===== config.mk =====
export PLATFORM = sky130hd
export DESIGN_NAME = irq_pending_ctrl
export DESIGN_NICKNAME = d
export VERILOG_FILES = /design/src/rtl/irq_pending_ctrl.sv
export SDC_FILE = /design/constraint.sdc
export NUM_CORES = 1
export LEC_CHECK = 0
export BUFFER_PORTS_ARGS = -buffer_cell sky130_fd_sc_hd__buf_4
export CORE_AREA = 3 3 57 59
export CTS_CLUSTER_DIAMETER = 80
export CTS_CLUSTER_SIZE = 16
export DETAILED_ROUTE_END_ITERATION = 10
export DIE_AREA = 0 0 60 62
export GPL_TIMING_DRIVEN = 1
export SYNTH_ARGS = -nofsm -noshare
export SYNTH_HDL_FRONTEND = slang
export SYNTH_SLANG_ARGS = --single-unit

===== constraint.sdc =====
create_clock -name clk -period 2.4 [get_ports clk]
set_input_delay 0.36 -clock clk [delete_from_list [all_inputs] [get_ports clk]]
set_output_delay 0.36 -clock clk [all_outputs]
set_load 0.05 [all_outputs]

===== src/rtl/irq_pending_ctrl.sv =====
// irq_pending_ctrl
// Latches raw interrupt requests into a pending register and presents the
// highest-priority enabled pending request to a single consumer. The consumer
// takes the request with irq_ack and releases the block with eoi.
//
// Parameters:
//   MASK_RST   - reset value of the mask register (1 = request line enabled)
//
// Ports:
//   clk        - single clock; all state changes on its rising edge
//   rst_n      - asynchronous, active-low reset
//   req_in     - raw request lines; bit 7 has the highest priority
//   mask_wr    - mask register write strobe
//   mask_in    - mask write data
//   irq_ack    - consumer accepts the presented request
//   eoi        - consumer signals end of service
//   irq_valid  - a request is being presented
//   irq_id     - encoded index of the presented request (0 when not valid)
//   in_service - an accepted request is being serviced
//   pending    - pending register contents
//
// Configuration macro:
//   IRQ_EDGE_CAPTURE_EN - defined: a pending bit sets only on a 0->1 edge of
//                         its request line. Undefined (default): a pending bit
//                         sets on every cycle its request line is high, so a
//                         request that is still held re-pends after ack.

module irq_pending_ctrl #(
  parameter logic [7:0] MASK_RST = 8'hFF
) (
  input  logic       clk,
  input  logic       rst_n,
  input  logic [7:0] req_in,
  input  logic       mask_wr,
  input  logic [7:0] mask_in,
  input  logic       irq_ack,
  input  logic       eoi,
  output logic       irq_valid,
  output logic [2:0] irq_id,
  output logic       in_service,
  output logic [7:0] pending
);

  typedef enum logic [1:0] {
    IDLE,
    PRESENT,
    SERVICE
  } state_t;

  state_t     state;
  logic [7:0] mask;
  logic [7:0] set_vec;
  logic [7:0] clr_vec;
  logic [7:0] eligible;
  logic [2:0] top_idx;

`ifdef IRQ_EDGE_CAPTURE_EN
  // Registered copy of the request lines, used to detect rising edges.
  logic [7:0] req_prev;

  always_ff @(posedge clk or negedge rst_n) begin
    if (!rst_n) begin
      req_prev <= 8'h00;
    end else begin
      req_prev <= req_in;
    end
  end

  assign set_vec = req_in & ~req_prev;
`else
  assign set_vec = req_in;
`endif

  // Only an ack taken while presenting clears the presented bit.
  assign clr_vec  = ((state == PRESENT) && irq_ack) ? (8'h01 << irq_id) : 8'h00;
  assign eligible = pending & mask;

  // Highest set bit wins: later iterations overwrite earlier ones.
  always_comb begin
    top_idx = 3'd0;
    for (int i = 0; i < 8; i++) begin
      if (eligible[i]) begin
        top_idx = 3'(i);
      end
    end
  end

  // Clear is applied before set so a new request on the acked bit survives.
  always_ff @(posedge clk or negedge rst_n) begin
    if (!rst_n) begin
      pending <= 8'h00;
      mask    <= MASK_RST;
    end else begin
      pending <= (pending & ~clr_vec) | set_vec;
      if (mask_wr) begin
        mask <= mask_in;
      end
    end
  end

  // Presentation FSM. irq_id is latched on entry to PRESENT and held until
  // ack, so neither new requests nor mask writes can change it mid-present.
  always_ff @(posedge clk or negedge rst_n) begin
    if (!rst_n) begin
      state      <= IDLE;
      irq_valid  <= 1'b0;
      irq_id     <= 3'd0;
      in_service <= 1'b0;
    end else begin
      case (state)
        IDLE: begin
          if (|eligible) begin
            state     <= PRESENT;
            irq_valid <= 1'b1;
            irq_id    <= top_idx;
          end
        end
        PRESENT: begin
          if (irq_ack) begin
            state      <= SERVICE;
            irq_valid  <= 1'b0;
            irq_id     <= 3'd0;
            in_service <= 1'b1;
          end
        end
        SERVICE: begin
          if (eoi) begin
            state      <= IDLE;
            in_service <= 1'b0;
          end
        end
        default: begin
          state      <= IDLE;
          irq_valid  <= 1'b0;
          irq_id     <= 3'd0;
          in_service <= 1'b0;
        end
      endcase
    end
  end

endmodule

==> summary.txt <==
Detailed routing
  – Post-DR wirelength/cell: 14.97 um
  – DRC viols: 0
  – Drt first-iter violations: 28
  – Vias per std cell: between 5 and 6
  – Via Count: 854
  – Final ANT Viol Nets: 0
  – Initial DRT Pass Iterations: 4
  – Total length of routed wires: between 2 and 2.5 mm

Synth
  – Area contributors post-synth: dfrtp_1, dfstp_2, mux2_2, a21o_1, a22oi_2
  – Synth Flop Type: dfrtp_1
  – Leading area contributor after synthesis: dfrtp_1
  – Register bit total from synthesis: 23
  – Synthesized area per cell: approximately 12 um^2
  – Post-synth top cells: dfrtp_1, nand2_1, dfstp_2, mux2_2, a21o_1
  – Syn Nets: ~120
  – Cells after synthesis: 94
  – Synth cell types: 32
  – Post-synth EDFFs: 0
  – Syn Std Cell Area: roughly 1100 um^2
  – Sequential area share after synthesis: around 54%
  – Count leader, synth: dfrtp_1
  – Ys async rst share: 100.0%
  – Yosys warns: 0
  – Share of the synthesized area in the top cell type: between 30% and 40%

Run status
  – Status: complete, no violations

Power
  – PwrDens: around 970 nW/um^2
  – Pleak: approximately 0.6 nW
  – Max VDD drop: 0.0006074 V

Layout
  – Area of the multi-input gates: around 470 um^2
  – Area Growth Syn to Fin: 27.44%
  – Final #Nets: roughly 150
  – Diodes inserted: 0
  – Fraction of layout cells with a size suffix above 1: 45.67%
  – FILL cells: around 260
  – Reg area: roughly 590 um^2

Timing
  – Final Cycle Share: between 60% and 70%
  – Setup violators final: 0
  – Hold Slack: 0.2220 ns
  – Unrepaired setup endpoints after global routing: no
  – Layout Skew: around 0.0035 ns
  – Tmin final: about 1.5 ns
  – Worst setup margin: ~0.89 ns
  – Max-slew violation count: 0
  – Max-slew headroom: between 60% and 70%
  – Worst-Margin Slew: between 0.4 and 0.5 ns
  – FMAX: between 0.6 and 0.7 GHz
  – Hold Vio Cnt, Final: 0
  – Setup TNS: 0 ns

Floorplanning
  – Site Rows: 19
  – Top Ports: 34
  – Die X: roughly 60 um
  – Core Region: 2758 um^2
  – Chip height: 62 um
  – DIE AREA: 3720 um^2
  – Initial Utilization: 39.52%

Critical path
  – Peak per-stage delay on the critical path: between 0.5 and 0.6 ns
  – WP data arrival: 1.15 ns
  – Setup CP Type: flop to output pin
  – Critical path buffers and inverters: 1
  – Cell family with most CP delay: flip-flops
  – Crit path cell chain: buf_4
  – Critical Path Fanout Max: 12
  – Crit path required time: 2.04 ns
  – Setup crit start kind: flop
  – Critical path capture point type: output pin
  – Critical path's slowest cell: dfrtp_1

Placement
  – Routability cong.: roughly 0.92
  – Hpwl dp: around 1.8 mm
  – # port buffers: 33
  – DP Worst Slack: roughly 0.97 ns

Global route
  – Global-route wire length before repair: 3.746 mm
  – Number of global-route vias before repair: 884
  – Initial antenna violation count: 0
  – Largest net degree at the start of global routing: 24
  – Overflow after GRT: 0
  – All-Layer GR Usage: a little over an eighth

Run
  – Max Cap Viol: 0

CTS
  – Number of buffers created by CTS: 3
  – Clock tree root buffer cell: clkbuf_4
  – Worst skew pair latency: 0.30 ns
  – Bufs on Longest Clock Path: 2
  – Clk sinks: 23
  – Reg clk slew, reported paths: 0.13 ns
  – CTS tree: yes
  – Post-CTS Setup Bufs: 0
  – Max H-tree Level: 1

Worst hold path
  – Hold Crit Class: input pin to flop
==> cell type report <==
type | count | area share [%]
Sequential cell | 23 | 42.16
Multi-Input combinational cell | 62 | 33.51
Timing Repair Buffer | 34 | 18.56
Tap cell | 31 | 2.793
Clock buffer | 4 | 1.892
Inverter | 4 | 1.081
==> report_power, final <==
| group | internal (mW) | total, mW | switching, mW |
|---|---|---|---|
| registers | 0.482 | 0.626 | 0.144 |
| logic | 0.214 | 0.550 | 0.335 |
| clock network | 0.0647 | 0.178 | 0.113 |
| total | 0.761 | 1.35 | 0.593 |
==> path summary, 6_finish.rpt <==
check                      slack (ns)          to  cells after the start      start
max reg2reg                      0.92  pending[2]                      4   state[0]
max in group asynchronous        1.65     mask[1]                      2      rst_n
min reg2reg                      0.52   irq_valid                      2  irq_valid
max                              0.89   irq_id[0]                      1  irq_id[0]
min in group asynchronous        0.47  pending[1]                      2      rst_n
min                              0.22  pending[3]                      2  req_in[3]
==> cells by family (layout without fill, tap and decap cells) <==
logic type             Yosys count  after routing  share of synthesized area [%]
AND/OR/NAND/NOR                 26             26                          13.89
buffers and inverters            9             42                          3.558
flip-flops                      23             23                          53.73
AO/OA/AOI/OAI                   28             28                          20.55
multiplexers                     8              8                          8.267
==> state kept, by name, indices dropped and copies added (netlist names) <==
register	cells
in_service	1
irq_id	3
irq_valid	1
mask	8
pending	8
state	2
==> stage by stage <==
stage | cell area, um^2 | utilization (%) | power (mW) | instances
2_1_floorplan | 1090 | - | 1.018 | 94
3_3_place_gp | 1353 | 49.05 | 1.179 | 153
3_5_place_dp | 1353 | 49.05 | 1.186 | 153
4_1_cts | 1389 | 50.36 | 1.370 | 158
5_1_grt | 1389 | 50.36 | 1.441 | 158
6_report | 1389 | 50.36 | 1.354 | 158
==> cell usage in the layout (no fill, tap or decap), drive strengths merged <==
master,instances
nor3,1
nand4,2
o21ai,3
a32o,2
nor2,4
o211ai,1
nand2b,1
nand4b,2
inv,4
dlygate4sd3,1
and4,2
dfrtp,15
a22oi,4
buf,33
o2bb2ai,1
nand3b,2
mux2,8
o211a,1
dfstp,8
nand3,1
o31ai,1
a21oi,3
a31oi,3
a21o,8
a221o,1
or3b,1
clkbuf,4
and3b,1
nand2,9
==> what timing repair did <==
action	CTS	global route
resized for setup	0	0
hold endpoints to repair	15	0
hold buffers	1	0
==> per-layer routing <==
metal | global-route usage, % | vias to the layer above | wire length [um]
met5 | 0 | - | 0
met4 | 7.911 | 0 | 33
met3 | 1.860 | 4 | 104
met2 | 23.46 | 25 | 1189
met1 | 16.26 | 409 | 1039
li1 | - | 416 | -
(Power assumes the default switching activity.)
